<file path="src/rtl/dec_vp_pkg.sv">
// Shared types and helpers for the dec value-prediction flush arbiter slice.
// Optional statistics outputs are enabled with the DEC_VP_FLUSH_STATS_EN macro.
package dec_vp_pkg;

    localparam int PATH_W   = 63;
    localparam int RESULT_W = 64;

    typedef enum logic [1:0] {
        VP_IDLE,
        VP_FLUSH,
        VP_RECOVER
    } vp_arb_state_t;

    typedef enum logic {
        VP_LANE_I0,
        VP_LANE_I1
    } vp_lane_t;

    typedef struct packed {
        logic [PATH_W-1:0]   path;
        logic [RESULT_W-1:0] result;
        vp_lane_t            lane;
    } vp_flush_pkt_t;

    // Bits needed to hold 0..max_val; never narrower than one bit.
    function automatic int cnt_w(input int max_val);
        return (max_val < 1) ? 1 : $clog2(max_val + 1);
    endfunction

endpackage

</file>
<file path="src/rtl/dec_vp_flush_arb_if.sv">
// Request/flush bundle between the per-lane VP checks, the arbiter and the flush mux.
// The statistics counters exist only when DEC_VP_FLUSH_STATS_EN is defined.
interface dec_vp_flush_arb_if;
    import dec_vp_pkg::*;

    logic                freeze;
    logic                ext_flush;
    logic                i0_vp_req;
    logic [PATH_W-1:0]   i0_vp_path;
    logic [RESULT_W-1:0] i0_vp_actual;
    logic                i1_vp_req;
    logic [PATH_W-1:0]   i1_vp_path;
    logic [RESULT_W-1:0] i1_vp_actual;
    logic                vp_flush_valid;
    logic [PATH_W-1:0]   vp_flush_path;
    logic [RESULT_W-1:0] vp_flush_result;
    logic                vp_flush_lane;
    logic                vp_busy;
    logic                vp_disable;
`ifdef DEC_VP_FLUSH_STATS_EN
    logic [31:0]         vp_stat_flushes;
    logic [31:0]         vp_stat_disables;

    modport master (
        output freeze, ext_flush,
        output i0_vp_req, i0_vp_path, i0_vp_actual,
        output i1_vp_req, i1_vp_path, i1_vp_actual,
        input  vp_flush_valid, vp_flush_path, vp_flush_result, vp_flush_lane,
        input  vp_busy, vp_disable, vp_stat_flushes, vp_stat_disables
    );

    modport slave (
        input  freeze, ext_flush,
        input  i0_vp_req, i0_vp_path, i0_vp_actual,
        input  i1_vp_req, i1_vp_path, i1_vp_actual,
        output vp_flush_valid, vp_flush_path, vp_flush_result, vp_flush_lane,
        output vp_busy, vp_disable, vp_stat_flushes, vp_stat_disables
    );
`else
    modport master (
        output freeze, ext_flush,
        output i0_vp_req, i0_vp_path, i0_vp_actual,
        output i1_vp_req, i1_vp_path, i1_vp_actual,
        input  vp_flush_valid, vp_flush_path, vp_flush_result, vp_flush_lane,
        input  vp_busy, vp_disable
    );

    modport slave (
        input  freeze, ext_flush,
        input  i0_vp_req, i0_vp_path, i0_vp_actual,
        input  i1_vp_req, i1_vp_path, i1_vp_actual,
        output vp_flush_valid, vp_flush_path, vp_flush_result, vp_flush_lane,
        output vp_busy, vp_disable
    );
`endif

endinterface

</file>
<file path="src/rtl/dec_vp_throttle.sv">
// Mispredict-rate throttle: counts accepted VP flushes per observation window
// and raises vp_disable for a fixed number of cycles once the threshold is hit.
module dec_vp_throttle
    import dec_vp_pkg::*;
#(
    parameter int WIN_CYC = 64,
    parameter int THRESH  = 8,
    parameter int DIS_CYC = 256
) (
    input  logic clk,
    input  logic rst,
    input  logic freeze,
    input  logic accept,
    output logic vp_disable
);

    localparam int WIN_W = cnt_w(WIN_CYC - 1);
    localparam int HIT_W = cnt_w(THRESH);
    localparam int DIS_W = cnt_w(DIS_CYC - 1);

    localparam logic [WIN_W-1:0] WIN_LAST = WIN_W'(WIN_CYC - 1);
    localparam logic [HIT_W-1:0] HIT_TRIP = HIT_W'(THRESH);
    localparam logic [DIS_W-1:0] DIS_LOAD = DIS_W'(DIS_CYC - 1);

    logic [WIN_W-1:0] win_cnt;
    logic [HIT_W-1:0] hit_cnt;
    logic [DIS_W-1:0] dis_cnt;
    logic             win_wrap;
    logic [HIT_W-1:0] hit_base;
    logic [HIT_W-1:0] hit_inc;
    logic             trip;

    // Window wrap clears the hit count first, so an acceptance in the wrap cycle counts as one.
    always_comb begin
        win_wrap = (win_cnt == WIN_LAST);
        hit_base = win_wrap ? '0 : hit_cnt;
        hit_inc  = (hit_base == HIT_TRIP) ? hit_base : hit_base + 1'b1;
        trip     = accept & (hit_inc == HIT_TRIP);
    end

    // Window, hit and disable counters; everything holds under freeze.
    always_ff @(posedge clk or posedge rst) begin
        if (rst) begin
            win_cnt    <= '0;
            hit_cnt    <= '0;
            dis_cnt    <= '0;
            vp_disable <= 1'b0;
        end else if (!freeze) begin
            if (vp_disable) begin
                win_cnt <= '0;
                hit_cnt <= '0;
                if (dis_cnt == '0) begin
                    vp_disable <= 1'b0;
                end else begin
                    dis_cnt <= dis_cnt - 1'b1;
                end
            end else if (trip) begin
                vp_disable <= 1'b1;
                dis_cnt    <= DIS_LOAD;
                win_cnt    <= '0;
                hit_cnt    <= '0;
            end else begin
                win_cnt <= win_wrap ? '0 : win_cnt + 1'b1;
                hit_cnt <= accept ? hit_inc : hit_base;
            end
        end
    end

endmodule

</file>
<file path="src/rtl/dec_vp_flush_arb.sv">
// VP mispredict flush arbiter: picks the older lane, emits one registered flush
// per recovery episode, blocks further flushes while the front end refills, and
// throttles value prediction when mispredicts are too frequent.
// Defining DEC_VP_FLUSH_STATS_EN adds flush and disable event counters.
module dec_vp_flush_arb
    import dec_vp_pkg::*;
#(
    parameter int RECOVER_CYC = 4,
    parameter int WIN_CYC     = 64,
    parameter int THRESH      = 8,
    parameter int DIS_CYC     = 256
) (
    input  logic               clk,
    input  logic               rst,
    dec_vp_flush_arb_if.slave  bus
);

    localparam int REC_W = cnt_w(RECOVER_CYC - 1);
    localparam logic [REC_W-1:0] REC_LOAD = REC_W'(RECOVER_CYC - 1);

    vp_arb_state_t   state_q;
    vp_arb_state_t   state_d;
    logic [REC_W-1:0] rec_cnt_q;
    logic [REC_W-1:0] rec_cnt_d;
    logic            accept;
    vp_flush_pkt_t   pkt_sel;
    vp_flush_pkt_t   pkt_p1;

    // A request is taken only from an idle, unfrozen arbiter with no competing external flush.
    always_comb begin
        accept = (state_q == VP_IDLE) & ~bus.freeze & ~bus.ext_flush
               & (bus.i0_vp_req | bus.i1_vp_req);
    end

    // i0 is the older instruction, so it wins; a simultaneous i1 request is simply dropped.
    always_comb begin
        pkt_sel = '0;
        if (bus.i0_vp_req) begin
            pkt_sel.path   = bus.i0_vp_path;
            pkt_sel.result = bus.i0_vp_actual;
            pkt_sel.lane   = VP_LANE_I0;
        end else begin
            pkt_sel.path   = bus.i1_vp_path;
            pkt_sel.result = bus.i1_vp_actual;
            pkt_sel.lane   = VP_LANE_I1;
        end
    end

    // Next-state logic: freeze holds everything, an external flush returns to idle.
    always_comb begin
        state_d   = state_q;
        rec_cnt_d = rec_cnt_q;
        if (bus.freeze) begin
            state_d   = state_q;
            rec_cnt_d = rec_cnt_q;
        end else if (bus.ext_flush) begin
            state_d   = VP_IDLE;
            rec_cnt_d = '0;
        end else begin
            case (state_q)
                VP_IDLE: begin
                    if (accept) begin
                        state_d = VP_FLUSH;
                    end
                end
                VP_FLUSH: begin
                    state_d   = VP_RECOVER;
                    rec_cnt_d = REC_LOAD;
                end
                VP_RECOVER: begin
                    if (rec_cnt_q == '0) begin
                        state_d = VP_IDLE;
                    end else begin
                        rec_cnt_d = rec_cnt_q - 1'b1;
                    end
                end
                default: begin
                    state_d   = VP_IDLE;
                    rec_cnt_d = '0;
                end
            endcase
        end
    end

    // FSM state and recovery counter.
    always_ff @(posedge clk or posedge rst) begin
        if (rst) begin
            state_q   <= VP_IDLE;
            rec_cnt_q <= '0;
        end else begin
            state_q   <= state_d;
            rec_cnt_q <= rec_cnt_d;
        end
    end

    // Flush packet captured at acceptance and held until the next acceptance.
    always_ff @(posedge clk or posedge rst) begin
        if (rst) begin
            pkt_p1 <= '0;
        end else if (accept) begin
            pkt_p1 <= pkt_sel;
        end
    end

    // Pulse leaves from the FLUSH state, masked by a same-cycle external flush or freeze.
    always_comb begin
        bus.vp_flush_valid  = (state_q == VP_FLUSH) & ~bus.ext_flush & ~bus.freeze;
        bus.vp_flush_path   = pkt_p1.path;
        bus.vp_flush_result = pkt_p1.result;
        bus.vp_flush_lane   = (pkt_p1.lane == VP_LANE_I1);
        bus.vp_busy         = (state_q != VP_IDLE);
    end

    logic vp_disable_int;

    dec_vp_throttle #(
        .WIN_CYC (WIN_CYC),
        .THRESH  (THRESH),
        .DIS_CYC (DIS_CYC)
    ) u_throttle (
        .clk        (clk),
        .rst        (rst),
        .freeze     (bus.freeze),
        .accept     (accept),
        .vp_disable (vp_disable_int)
    );

    always_comb bus.vp_disable = vp_disable_int;

`ifdef DEC_VP_FLUSH_STATS_EN
    logic [31:0] stat_flushes_q;
    logic [31:0] stat_disables_q;
    logic        dis_seen_q;

    // Event counters; the disable edge detector only advances when not frozen.
    always_ff @(posedge clk or posedge rst) begin
        if (rst) begin
            stat_flushes_q  <= '0;
            stat_disables_q <= '0;
            dis_seen_q      <= 1'b0;
        end else if (!bus.freeze) begin
            dis_seen_q <= vp_disable_int;
            if (bus.vp_flush_valid) begin
                stat_flushes_q <= stat_flushes_q + 32'd1;
            end
            if (vp_disable_int && !dis_seen_q) begin
                stat_disables_q <= stat_disables_q + 32'd1;
            end
        end
    end

    always_comb begin
        bus.vp_stat_flushes  = stat_flushes_q;
        bus.vp_stat_disables = stat_disables_q;
    end
`endif

endmodule

</file>
<file path="src/flat_wrapper.sv">
// flat-port wrapper written by rule: the top's interface ports become plain ports
module dec_vp_flush_arb_flat import dec_vp_pkg::*;
#(
    parameter int RECOVER_CYC = 4,
    parameter int WIN_CYC     = 64,
    parameter int THRESH      = 8,
    parameter int DIS_CYC     = 256
)
  (clk, rst, bus_freeze, bus_ext_flush, bus_i0_vp_req, bus_i0_vp_path, bus_i0_vp_actual, bus_i1_vp_req, bus_i1_vp_path, bus_i1_vp_actual, bus_vp_flush_valid, bus_vp_flush_path, bus_vp_flush_result, bus_vp_flush_lane, bus_vp_busy, bus_vp_disable);
  dec_vp_flush_arb_if bus_i ();
  input  logic clk;
  input  logic rst;
  input wire logic [$bits(bus_i.freeze)-1:0] bus_freeze;
  input wire logic [$bits(bus_i.ext_flush)-1:0] bus_ext_flush;
  input wire logic [$bits(bus_i.i0_vp_req)-1:0] bus_i0_vp_req;
  input wire logic [$bits(bus_i.i0_vp_path)-1:0] bus_i0_vp_path;
  input wire logic [$bits(bus_i.i0_vp_actual)-1:0] bus_i0_vp_actual;
  input wire logic [$bits(bus_i.i1_vp_req)-1:0] bus_i1_vp_req;
  input wire logic [$bits(bus_i.i1_vp_path)-1:0] bus_i1_vp_path;
  input wire logic [$bits(bus_i.i1_vp_actual)-1:0] bus_i1_vp_actual;
  output wire logic [$bits(bus_i.vp_flush_valid)-1:0] bus_vp_flush_valid;
  output wire logic [$bits(bus_i.vp_flush_path)-1:0] bus_vp_flush_path;
  output wire logic [$bits(bus_i.vp_flush_result)-1:0] bus_vp_flush_result;
  output wire logic [$bits(bus_i.vp_flush_lane)-1:0] bus_vp_flush_lane;
  output wire logic [$bits(bus_i.vp_busy)-1:0] bus_vp_busy;
  output wire logic [$bits(bus_i.vp_disable)-1:0] bus_vp_disable;
  assign bus_i.freeze = bus_freeze;
  assign bus_i.ext_flush = bus_ext_flush;
  assign bus_i.i0_vp_req = bus_i0_vp_req;
  assign bus_i.i0_vp_path = bus_i0_vp_path;
  assign bus_i.i0_vp_actual = bus_i0_vp_actual;
  assign bus_i.i1_vp_req = bus_i1_vp_req;
  assign bus_i.i1_vp_path = bus_i1_vp_path;
  assign bus_i.i1_vp_actual = bus_i1_vp_actual;
  assign bus_vp_flush_valid = bus_i.vp_flush_valid;
  assign bus_vp_flush_path = bus_i.vp_flush_path;
  assign bus_vp_flush_result = bus_i.vp_flush_result;
  assign bus_vp_flush_lane = bus_i.vp_flush_lane;
  assign bus_vp_busy = bus_i.vp_busy;
  assign bus_vp_disable = bus_i.vp_disable;
  dec_vp_flush_arb #(.RECOVER_CYC(RECOVER_CYC), .WIN_CYC(WIN_CYC), .THRESH(THRESH), .DIS_CYC(DIS_CYC)) u_core (.clk(clk), .rst(rst), .bus(bus_i));
endmodule
</file>
<file path="config.mk">
export PLATFORM = sky130hd
export DESIGN_NAME = dec_vp_flush_arb_flat
export DESIGN_NICKNAME = d
export VERILOG_FILES = /design/src/rtl/dec_vp_pkg.sv /design/src/rtl/dec_vp_flush_arb_if.sv /design/src/rtl/dec_vp_throttle.sv /design/src/rtl/dec_vp_flush_arb.sv /design/src/flat_wrapper.sv
export SDC_FILE = /design/constraint.sdc
export NUM_CORES = 1
export LEC_CHECK = 0
export CAP_MARGIN = 25
export CORE_AREA = 2 2 151 153
export DETAILED_ROUTE_END_ITERATION = 7
export DIE_AREA = 0 0 153 155
export PLACE_DENSITY = 0.78
export SYNTH_ARGS = -nofsm -noshare
export SYNTH_HDL_FRONTEND = slang
export SYNTH_HIERARCHICAL = 1
export SYNTH_SLANG_ARGS = --single-unit
</file>
<file path="constraint.sdc">
create_clock -name clk -period 4.2 [get_ports clk]
set_input_delay 0.84 -clock clk [delete_from_list [all_inputs] [get_ports clk]]
set_output_delay 0.84 -clock clk [all_outputs]
set_load 0.03 [all_outputs]
</file>
After elaboration in Yosys (flattened, before gate mapping)
Index checks and enable logic that the tools add are counted.
Widths: inputs -> output; s select.
{ "word_totals": {"register_bits": 151, "word_cells": 62} }
{ "op_classes": {"addsub": 4, "n_eq_ne": 10, "mux": 22, "n_bitwise": 9, "reduce_logical": 8} }
{ "op_table": {"columns": ["cell", "count"], "rows": [
  ["$mux 128", 1],
  ["$mux 8", 3],
  ["$mux 4", 5],
  ["$mux 6", 3],
  ["$pmux 2 s3", 2],
  ["$mux 2", 5],
  ["$reduce_and 3->1", 3],
  ["$eq 4x4->1 const B", 2],
  ["$logic_not 8->1", 1],
  ["$sub 8x1->8 const B", 1],
  ["$add 6x1->6 const B", 1],
  ["$and 1x1->1", 6],
  ["$eq 6x6->1 const B", 1],
  ["$ne 3x3->1 const B", 2],
  ["$add 4x1->4 const B", 1],
  ["$logic_not 2->1", 2],
  ["$ne 2x2->1 const B", 2],
  ["$reduce_bool 2->1", 2],
  ["$mux 1", 3],
  ["$ne 3x2->1 const B", 1],
  ["$eq 2x1->1 const B", 1],
  ["$eq 2x2->1 const B", 1],
  ["$not 1->1", 2],
  ["$sub 2x1->2 const B", 1],
  ["$or 1x1->1", 1]
]} }

Longest topological paths before layout
Gate-level depths: netlist (run 1).
{ "logic_depth": {"ltp_word": 8, "depth_mapped": 10, "ltp_nobuf": 8} }

Hierarchy
The synthesis (run 1) kept the hierarchy.
{ "modules_own_cells": {"columns": ["module", "n_inst", "cells_per_inst", "area_each_um2", "seq_area_each_um2"], "rows": [
  ["dec_vp_flush_arb", 1, 448, 7165.6, 3303.2],
  ["dec_vp_throttle", 1, 120, 1099.8, 475.5]
]} }

Worst setup path before layout (run 1)
No wires, ideal clock.
{ "synth_path": {"kind": "input -> output", "start": "input port bus_ext_flush", "end": "output port bus_vp_flush_valid", "t_arrival_ns": 1.629, "setup_slack_ns": 1.731, "cell_stages": 1, "n_path_buf": 0, "path_cell_list": "nor3b_1"} }
{ "synth_via": {"elab_chain_cells": 3} }
{ "synth_rtl": {"columns": ["element", "line_no", "rtl"], "rows": [
  ["start, declared", "flat_wrapper.sv:14", "input wire logic [$bits(bus_i.ext_flush)-1:0] bus_ext_flush;"],
  ["$not 1->1", "dec_vp_flush_arb.sv:107", "bus.vp_flush_valid = (state_q == VP_FLUSH) & ~bus.ext_flush & ~bus.freeze;"],
  ["$and 1x1->1 (2 in a row)", "dec_vp_flush_arb.sv:107", null],
  ["end, declared", "flat_wrapper.sv:21", "output wire logic [$bits(bus_i.vp_flush_valid)-1:0] bus_vp_flush_valid;"]
]} }
No other way between the ends.

Worst setup path in the final report (run 1)
Same ends and word-level chain as after synthesis.

==> impl_metrics.py, run 1 <==
metrics = {
    "route": {
        "routedWlPerCell_um": 19.1,
        "first_pass_iters": 4,
        "ant_nets": 0,
        "via_per_inst": 4.83,
        "top_layer_used": "met4",
        "route.met3.wl_mm": 1.32,
        "routed_wl_mm": 23.9,
        "routed-wl-met2_mm": 12.2,
        "drc": 0,
        "drtIter0Drc": 228,
        "vias": 6031,
        "drt-met1-wl_mm": 9.70,
    },
    "layout": {
        "drive_gt1_share_pct": 30.4,
        "fin_util_pct": 57.9,
        "fin_nets": 1218,
        "final_cells": 1249,
        "fillers": 1841,
        "antenna_cells": 0,
        "layout_commonest_cell": "clkdlybuf4s50_1",
        "layout_common_cells": "clkdlybuf4s50_1 (389), dfrtp_1 (151), mux2_2 (128)",
        "syn_to_final_growth_pct": 55.6,
    },
    "sta": {
        "finalClockSkew_ns": 0.00844,
        "tightest_slew_ns": 0.879,
        "hold_viol": 0,
        "fmax_mhz": 309,
        "period_minus_slack_ns": 3.23,
        "setup_viol": 0,
        "tns_ns": 0,
        "maxSlewViolCount": 0,
        "rsz0062_at_grt": "false",
        "worst_slack_ns": 0.967,
        "finalCritPeriodShare_pct": 77.0,
        "slew_headroom_pct": 41.4,
    },
    "worst_setup_path": {
        "crit_path_max_fanout": 6,
        "crit_required_ns": 3.36,
        "worstSetupStartpointType": "input port",
        "worstSetupPathType": "input port to primary output",
        "endpoint_kind": "primary output",
        "ff2ff_path_depth": 6,
        "arrival_ns": 2.39,
    },
    "pwr": {
        "power_mw": 7.65,
        "power_density_nw_per_um2": 595,
        "ir_worst_vdd_mv": 0.293,
        "p_leak_nw": 5.34,
    },
    "synthesis": {
        "ys_seq_area_share_pct": 45.7,
        "synth_xor_area_share_pct": 0.106,
        "synth_top_flop_cell": "dfrtp_1",
        "synthArstFlopShare_pct": 100,
        "muxShareOfSynthArea_pct": 40.6,
        "synth_edf_count": 0,
        "ys_ff_latch": 151,
        "synth.distinct_cells": 52,
        "netlist_area_sq_um": 8270,
        "yosysWarnings": 6,
        "synth_top_family_by_area": "multiplexers",
        "syn_nets": 834,
        "synth-simple-area-share_pct": 4.54,
        "synthAdderAreaFrac_pct": 0.908,
        "synth.avg_cell_area_sq_um": 14.6,
        "synth_compound_area_share_pct": 3.60,
        "synthCells": 568,
    },
    "hold_path": {
        "hp-class": "register to register",
        "hold_depth": 1,
    },
    "global_route": {
        "grtUsageTotal_pct": 19.8,
        "grt_pass1_wl_mm": 36.7,
        "grt-ovfl-total": 0,
        "grt_max_degree": 130,
        "antenna_found_initial": 0,
        "grt_pass1_vias": 6400,
    },
    "placement": {
        "hpwl_mm": 17.9,
        "dp_cells": 1218,
        "io_buffers": 390,
        "dpl_worst_slack_ns": 0.968,
        "gp_congestion": 0.805,
    },
    "clocking": {
        "post_cts.repair.setup_buffers": 0,
        "cts-buffers-inserted": 17,
        "postCtsHoldBufs": 0,
        "h-tree-depth": 4,
        "cts_tree": "done",
        "clk_path_buf_depth": 2,
        "cts.sinks": 151,
        "root_buffer": "clkbuf_16",
        "clk_latency_ns": 0.41,
        "cts.clk_slew.worst_paths_ns": 0.06,
        "cts_resized": 0,
    },
    "floorplanning": {
        "ioPinCount": 391,
        "die_area_sq_um": 23700,
        "dieHeight_um": 155,
        "die_x_um": 153,
        "fp.coreArea_sq_um": 22200,
        "std_cell_rows": 55,
        "start_util_pct": 37.2,
    },
    "job": {
        "cap_violations": 0,
    },
    "outcome": {
        "status": "finished clean",
    },
}
## metrics by stage
stage | cell area (sq um) | hold slack [ns]
finish | 12900 | 0.483
global route | 12900 | 0.510
CTS | 12900 | 0.488
detailed placement | 12300 | 0.474
global placement | 12300 | 0.468
floorplan | 8270 | 0.484
## logic make-up after synthesis
logic type | after synthesis
buffers and inverters | 43
adders and majority gates | 6
muxes | 259
and+or+nand+nor | 68
xor gates and xnor gates | 1
AOI/OAI and AO/OA | 40
DFF | 151
## layer usage
| layer | track usage (%) | up-vias |
|---|---|---|
| li1 | - | 2841 |
| met1 | 24.4 | 2930 |
| met2 | 34.6 | 225 |
| met3 | 4.65 | 35 |
| met4 | 6.13 | 0 |
| met5 | 0 | - |
## worst max-delay path, stage by stage
cell and delay [ns]:
clkdlybuf4s50_1 0.50, nor3b_1 0.31, clkdlybuf4s50_1 0.73
## power breakdown
part / leakage (nW) / internal (mW) / switching (mW) / total (mW)
Clock: 0.258 / 0.827 / 0.646 / 1.47
Combinational: 3.30 / 1.91 / 1.82 / 3.73
Sequential: 1.79 / 2.03 / 0.414 / 2.45
Total: 5.34 / 4.77 / 2.88 / 7.65
## final cells by class
type,count,area (sq um),share of cell area [%]
Tap cell,285,357,2.77
Clock buffer,17,425,3.31
Multi-Input combinational cell,374,4110,32.0
Inverter,12,53.8,0.418
Clock inverter,14,139,1.08
Timing Repair Buffer,396,4000,31.1
Sequential cell,151,3780,29.4
## final timing paths
kind	start	to	slack, ns
worst max-delay path	bus_ext_flush	bus_vp_flush_valid	0.97
worst min-delay path	u_core/bus.vp_flush_result[21]	u_core/bus.vp_flush_result[21]	0.48
worst max register to register	u_core/state_q[0]	u_core/bus.vp_flush_path[12]	2.04
worst min register to register	u_core/bus.vp_flush_result[21]	u_core/bus.vp_flush_result[21]	0.48
max in group asynchronous	rst	u_core/bus.vp_flush_result[38]	2.47
min in group asynchronous	rst	u_core/rec_cnt_q[1]	0.84
## registers in the layout, indices dropped and copies added (netlist names)
register	cells
u_core/bus.vp_flush_lane	1
u_core/bus.vp_flush_result	64
u_core/u_throttle/win_cnt	6
u_core/state_q	2
u_core/u_throttle/hit_cnt	4
u_core/u_throttle/dis_cnt	8
u_core/bus.vp_flush_path	63
u_core/rec_cnt_q	2
u_core/u_throttle/vp_disable	1
## synth_stat cells (4+ instances only)
cell      count  area [sq um]
nand2_1      19          71.3
mux2_1        8          90.1
inv_1        11          41.3
mux2_2      128          1440
buf_12       10           200
nand2b_1      4          25.0
mux2_4      118          1770
dfrtp_1     151          3780
nor2b_1       5          31.3
nand3_1       9          45.0
o21ai_0       6          30.0
ha_1          6          75.1
a21oi_1       6          30.0
clkbuf_1      4          15.0
nor2_1       10          37.5
mux2i_1       5          50.1
buf_2        12          60.1
(Power assumes the default switching activity.)
==> inputs of run 2 (changes only) <==
==> constraint.sdc (replaced) <==
create_clock -name clk -period 2.8 [get_ports clk]
set_input_delay 0.56 -clock clk [delete_from_list [all_inputs] [get_ports clk]]
set_output_delay 0.56 -clock clk [all_outputs]
set_load 0.03 [all_outputs]
==> run 2 against run 1 <==
Against the previous run: clock-buffer cell count increased by 1; non-clock buffer count increased by 3; sequential share of layout area decreased by 0.11 points.
==> impl_metrics.py, run 2 (same netlist as run 1, synthesis figures left out) <==
metrics = {
    "outcome": {
        "status": "finished clean",
    },
    "layout": {
        "syn_to_final_growth_pct": 56.2,
        "final_cell_area_sq_um": 12900,
        "fin_util_pct": 58.1,
        "fillers": 1792,
        "fin_nets": 1221,
        "drive_gt1_share_pct": 30.7,
        "layout_commonest_cell": "clkdlybuf4s50_1",
        "layout_common_cells": "clkdlybuf4s50_1 (388), dfrtp_1 (151), mux2_2 (128)",
        "largest_reg_flops": 64,
        "antenna_cells": 0,
        "final_cells": 1253,
    },
    "global_route": {
        "grtUsageTotal_pct": 19.8,
        "grt_pass1_vias": 6400,
        "grt_pass1_wl_mm": 36.7,
        "antenna_found_initial": 0,
        "grt_max_degree": 130,
        "grt-ovfl-total": 0,
    },
    "sta": {
        "setup_viol": 0,
        "period_minus_slack_ns": 2.44,
        "worst_slack_ns": 0.358,
        "tns_ns": 0,
        "finalClockSkew_ns": 0.00967,
        "hold_slack_ns": 0.485,
        "hold_viol": 0,
        "finalCritPeriodShare_pct": 87.2,
        "maxSlewViolCount": 0,
        "slew_headroom_pct": 48.1,
        "rsz0062_at_grt": "false",
        "tightest_slew_ns": 0.779,
        "fmax_mhz": 409,
    },
    "worst_setup_path": {
        "ff2ff_path_depth": 7,
        "endpoint_kind": "primary output",
        "crit_required_ns": 2.24,
        "reg2reg_slack_ns": 0.67,
        "worstSetupStartpointType": "register",
        "crit_path_max_fanout": 5,
        "critPathMostFrequentCell": "inv_1",
        "r2r-start": "u_core/state_q[0]",
        "critPathLaunch": "u_core/state_q[0]",
        "arrival_ns": 1.88,
        "critPathMaxStageDelay_ns": 0.67,
        "worstSetupPathType": "register to primary output",
        "critPathCapture": "bus_vp_busy",
        "r2r-end": "u_core/u_throttle/win_cnt[3]",
        "path_cells": "inv_1 -> ha_1 -> inv_1 -> clkdlybuf4s50_1",
        "crit_path_top_delay_cell": "clkdlybuf4s50_1",
    },
    "route": {
        "via_per_inst": 4.86,
        "drtIter0Drc": 319,
        "first_pass_iters": 4,
        "drc": 0,
        "routed_wl_mm": 23.8,
        "vias": 6094,
        "ant_nets": 0,
        "routedWlPerCell_um": 19.0,
    },
    "pwr": {
        "p_seq_share_pct": 31.6,
        "p_sw_share_pct": 37.6,
        "p_leak_nw": 5.38,
        "power_mw": 11.5,
        "ir_worst_vdd_mv": 0.367,
        "p_comb_share_pct": 49.2,
        "clockPowerShare_pct": 19.2,
        "p_sw_mw": 4.32,
        "intPower_mw": 7.17,
        "power_density_nw_per_um2": 890,
    },
    "floorplanning": {
        "dieHeight_um": 155,
        "fp.coreArea_sq_um": 22200,
        "die_x_um": 153,
        "ioPinCount": 391,
        "std_cell_rows": 55,
        "die_area_sq_um": 23700,
        "start_util_pct": 37.2,
    },
    "clocking": {
        "postCtsHoldBufs": 0,
        "h-tree-depth": 4,
        "cts_tree": "done",
        "cts.sinks": 151,
        "cts_resized": 0,
        "root_buffer": "clkbuf_16",
        "cts-buffers-inserted": 17,
        "clk_path_buf_depth": 2,
        "clk_latency_ns": 0.41,
        "post_cts.repair.setup_buffers": 0,
        "cts.clk_slew.worst_paths_ns": 0.06,
    },
    "placement": {
        "dpl_worst_slack_ns": 0.226,
        "io_buffers": 390,
        "dp_cells": 1221,
        "placed_cell_area_sq_um": 12300,
        "gp_congestion": 0.792,
        "hpwl_mm": 18.0,
    },
    "job": {
        "cap_violations": 0,
    },
    "hold_path": {
        "hp-class": "register to register",
    },
}
## run 2: cell count changes in the layout (fill, tap and decap cells not counted), sizes merged
cell / before / now
clkinvlp: 7 / 5
clkbuf: 17 / 18
clkinv: 1 / 3
buf: 7 / 11
clkdlybuf4s50: 389 / 388
## run 2: how the worst min path moves through the flow
stage | start | to | slack, ns | cells past startpoint
2_1_floorplan | u_core/u_throttle/win_cnt[0] | u_core/u_throttle/win_cnt[0] | 0.48 | 1
3_3_place_gp | u_core/bus.vp_flush_result[27] | u_core/bus.vp_flush_result[27] | 0.47 | 1
3_5_place_dp | u_core/bus.vp_flush_result[21] | u_core/bus.vp_flush_result[21] | 0.48 | 1
4_1_cts | u_core/bus.vp_flush_result[21] | u_core/bus.vp_flush_result[21] | 0.49 | 1
5_1_grt | u_core/bus.vp_flush_result[22] | u_core/bus.vp_flush_result[22] | 0.51 | 1
6_report | u_core/bus.vp_flush_result[21] | u_core/bus.vp_flush_result[21] | 0.49 | 1
## run 2: worst max-delay path: cells and delay by family (launching register included)
| family | cells | cell delay [ns] |
|---|---|---|
| DFF | 1 | 0.37 |
| buffers and inverters | 3 | 0.83 |
| adders and majority gates | 1 | 0.27 |
## run 2: final cells by class
| type | instances | area [sq um] | area share [%] |
|---|---|---|---|
| clock buffers | 18 | 429 | 3.32 |
| inverters | 12 | 53.8 | 0.417 |
| multi-input cells | 374 | 4110 | 31.8 |
| well taps | 285 | 357 | 2.76 |
| flip-flops and latches | 151 | 3780 | 29.3 |
| repair buffers | 399 | 4040 | 31.3 |
| clock inverters | 14 | 138 | 1.07 |
## run 2: layer usage
metal,track usage [%],part of all wire [%],routed length (um)
met1,24.5,41,9730
met2,34.4,51,12200
met3,4.90,5.7,1350
met4,6.35,2.4,579
met5,0,0,0
## run 2: power groups by stage
stage               clock, mW  sequential, mW  combinational, mW
finish                   2.21            3.63               5.65
global route             2.37            3.76               5.91
CTS                      2.27            3.64               5.72
detailed placement          0            3.65               5.69
global placement            0            3.62               5.61
floorplan                   0            5.09               1.82
==> inputs of run 3 (changes only) <==
==> constraint.sdc (replaced) <==
create_clock -name clk -period 2 [get_ports clk]
set_input_delay 0.4 -clock clk [delete_from_list [all_inputs] [get_ports clk]]
set_output_delay 0.4 -clock clk [all_outputs]
set_load 0.03 [all_outputs]
==> run 3 against run 2 <==
Against the previous run: sequential cell count unchanged; global-route usage about the same; clock skew decreased by 0.0023 ns; first-iteration DRC count decreased by 4.1%; clock power increased by 48%; total power increased by 42%; die area unchanged; combinational power increased by 41%; critical endpoint is now bus_vp_flush_result[10]; largest power group unchanged.
==> impl_metrics.py, run 3 (same netlist as run 1, synthesis figures left out) <==
metrics = {
    "outcome": {
        "status": "finished clean",
    },
    "worst_setup_path": {
        "endpoint_kind": "primary output",
        "critPathMaxStageDelay_ns": 0.74,
        "crit_required_ns": 1.60,
        "arrival_ns": 1.53,
        "r2r-start": "u_core/state_q[0]",
        "worstSetupStartpointType": "register",
        "path_cells": "clkdlybuf4s50_1",
        "crit_path_top_delay_cell": "clkdlybuf4s50_1",
        "crit_buf_inv": 1,
        "worstSetupPathType": "register to primary output",
        "reg2reg_slack_ns": 0.16,
        "critPathTopFamily": "buffers and inverters",
        "crit_path_max_fanout": 2,
        "ff2ff_path_depth": 7,
        "r2r-end": "u_core/u_throttle/win_cnt[3]",
    },
    "clocking": {
        "cts_tree": "done",
        "cts-buffers-inserted": 17,
        "root_buffer": "clkbuf_16",
        "postCtsHoldBufs": 0,
        "cts.clk_slew.worst_paths_ns": 0.06,
        "cts.sinks": 151,
        "clk_path_buf_depth": 2,
        "post_cts.repair.setup_buffers": 0,
        "cts_resized": 2,
        "clk_latency_ns": 0.41,
        "h-tree-depth": 4,
    },
    "sta": {
        "hold_viol": 0,
        "fmax_mhz": 519,
        "finalClockSkew_ns": 0.00733,
        "maxSlewViolCount": 0,
        "period_minus_slack_ns": 1.93,
        "rsz0062_at_grt": "false",
        "slew_headroom_pct": 54.2,
        "setup_viol": 0,
        "tightest_slew_ns": 0.681,
        "hold_slack_ns": 0.411,
        "finalCritPeriodShare_pct": 96.4,
    },
    "layout": {
        "layout_common_cells": "clkdlybuf4s50_1 (387), dfrtp_1 (151), mux2_2 (128)",
        "antenna_cells": 0,
        "fin_nets": 1237,
        "syn_to_final_growth_pct": 59.2,
        "largest_reg_flops": 64,
        "layout_commonest_cell": "clkdlybuf4s50_1",
        "drive_gt1_share_pct": 32.4,
    },
    "placement": {
        "gp_congestion": 0.818,
        "hpwl_mm": 18.3,
        "io_buffers": 390,
    },
    "floorplanning": {
        "std_cell_rows": 55,
        "die_x_um": 153,
        "ioPinCount": 391,
        "start_util_pct": 37.2,
        "fp.coreArea_sq_um": 22200,
        "dieHeight_um": 155,
        "die_area_sq_um": 23700,
    },
    "pwr": {
        "power_mw": 16.4,
        "ir_worst_vdd_mv": 0.550,
        "power_density_nw_per_um2": 1240,
        "p_leak_nw": 5.51,
    },
    "global_route": {
        "grtUsageTotal_pct": 19.8,
        "grt_pass1_vias": 6428,
        "grt-ovfl-total": 0,
        "grt_max_degree": 89,
        "antenna_found_initial": 0,
        "grt_pass1_wl_mm": 36.6,
    },
    "job": {
        "cap_violations": 0,
    },
    "hold_path": {
        "hp-class": "input port to asynchronous set/reset pin",
    },
    "route": {
        "drc": 0,
        "routedWlPerCell_um": 18.9,
        "via_per_inst": 4.82,
        "ant_nets": 0,
        "first_pass_iters": 6,
        "drtIter0Drc": 306,
        "routed_wl_mm": 24.0,
        "vias": 6114,
    },
}
## run 3: cell types whose count changed in the layout (fill, tap and decap cells not counted), moves of 2 or more
cell	delta
inv_6	-3
inv_2	+2
clkinvlp_4	-2
buf_12	+4
bufinv_16	+2
clkinv_4	+2
buf_4	+12
inv_1	-2
## run 3: report_power, final
part           leakage (nW)  switching [mW]  total, mW  internal (mW)
clock                 0.289            1.29       3.27           1.98
sequential             1.79           0.884       5.16           4.27
combinational          3.43            3.85       7.95           4.09
total                  5.51            6.02       16.4           10.3
## run 3: through the flow
stage               setup TNS, ns  area, sq um  setup WS [ns]  utilization [%]  instances
finish                          0        13200         0.0726             59.2       1269
global route                    0        13200       0.000997             59.2       1269
CTS                             0        13200         0.0400             59.2       1269
detailed placement         -23.84        12500         -0.270             56.4       1237
global placement           -16.19        12500         -0.203             56.4       1237
floorplan                   -4.91         8310        -0.0372                -        568
## run 3: how the worst max path moves through the flow
stage                                    from                             end  slack, ns  cells after the start
2_1_floorplan                             rst        u_core/bus.vp_flush_lane      -0.04                      1
3_3_place_gp                    bus_ext_flush    u_core/u_throttle/hit_cnt[2]      -0.20                      8
3_5_place_dp                    bus_ext_flush  u_core/bus.vp_flush_result[28]      -0.27                      7
4_1_cts        u_core/bus.vp_flush_result[10]         bus_vp_flush_result[10]       0.04                      1
5_1_grt                     u_core/state_q[1]              bus_vp_flush_valid      0.001                      4
6_report       u_core/bus.vp_flush_result[10]         bus_vp_flush_result[10]       0.07                      1
## run 3: layout make-up
type	count	area, sq um
multi-input combinational	374	4160
clock buffer	19	433
clock inverter	13	171
inverter	12	56.3
timing repair buffer	415	4210
tap	285	357
sequential	151	3780
fill	1801	9070
## run 3: layer usage
layer	share of wire, %	GRT usage (%)	wire length (um)	vias to the layer above
met1	43	24.9	10200	2955
met2	50	33.8	11900	228
met3	5.2	4.68	1240	38
li1	-	-	-	2893
met5	0	0	0	-
met4	2.7	6.57	646	0
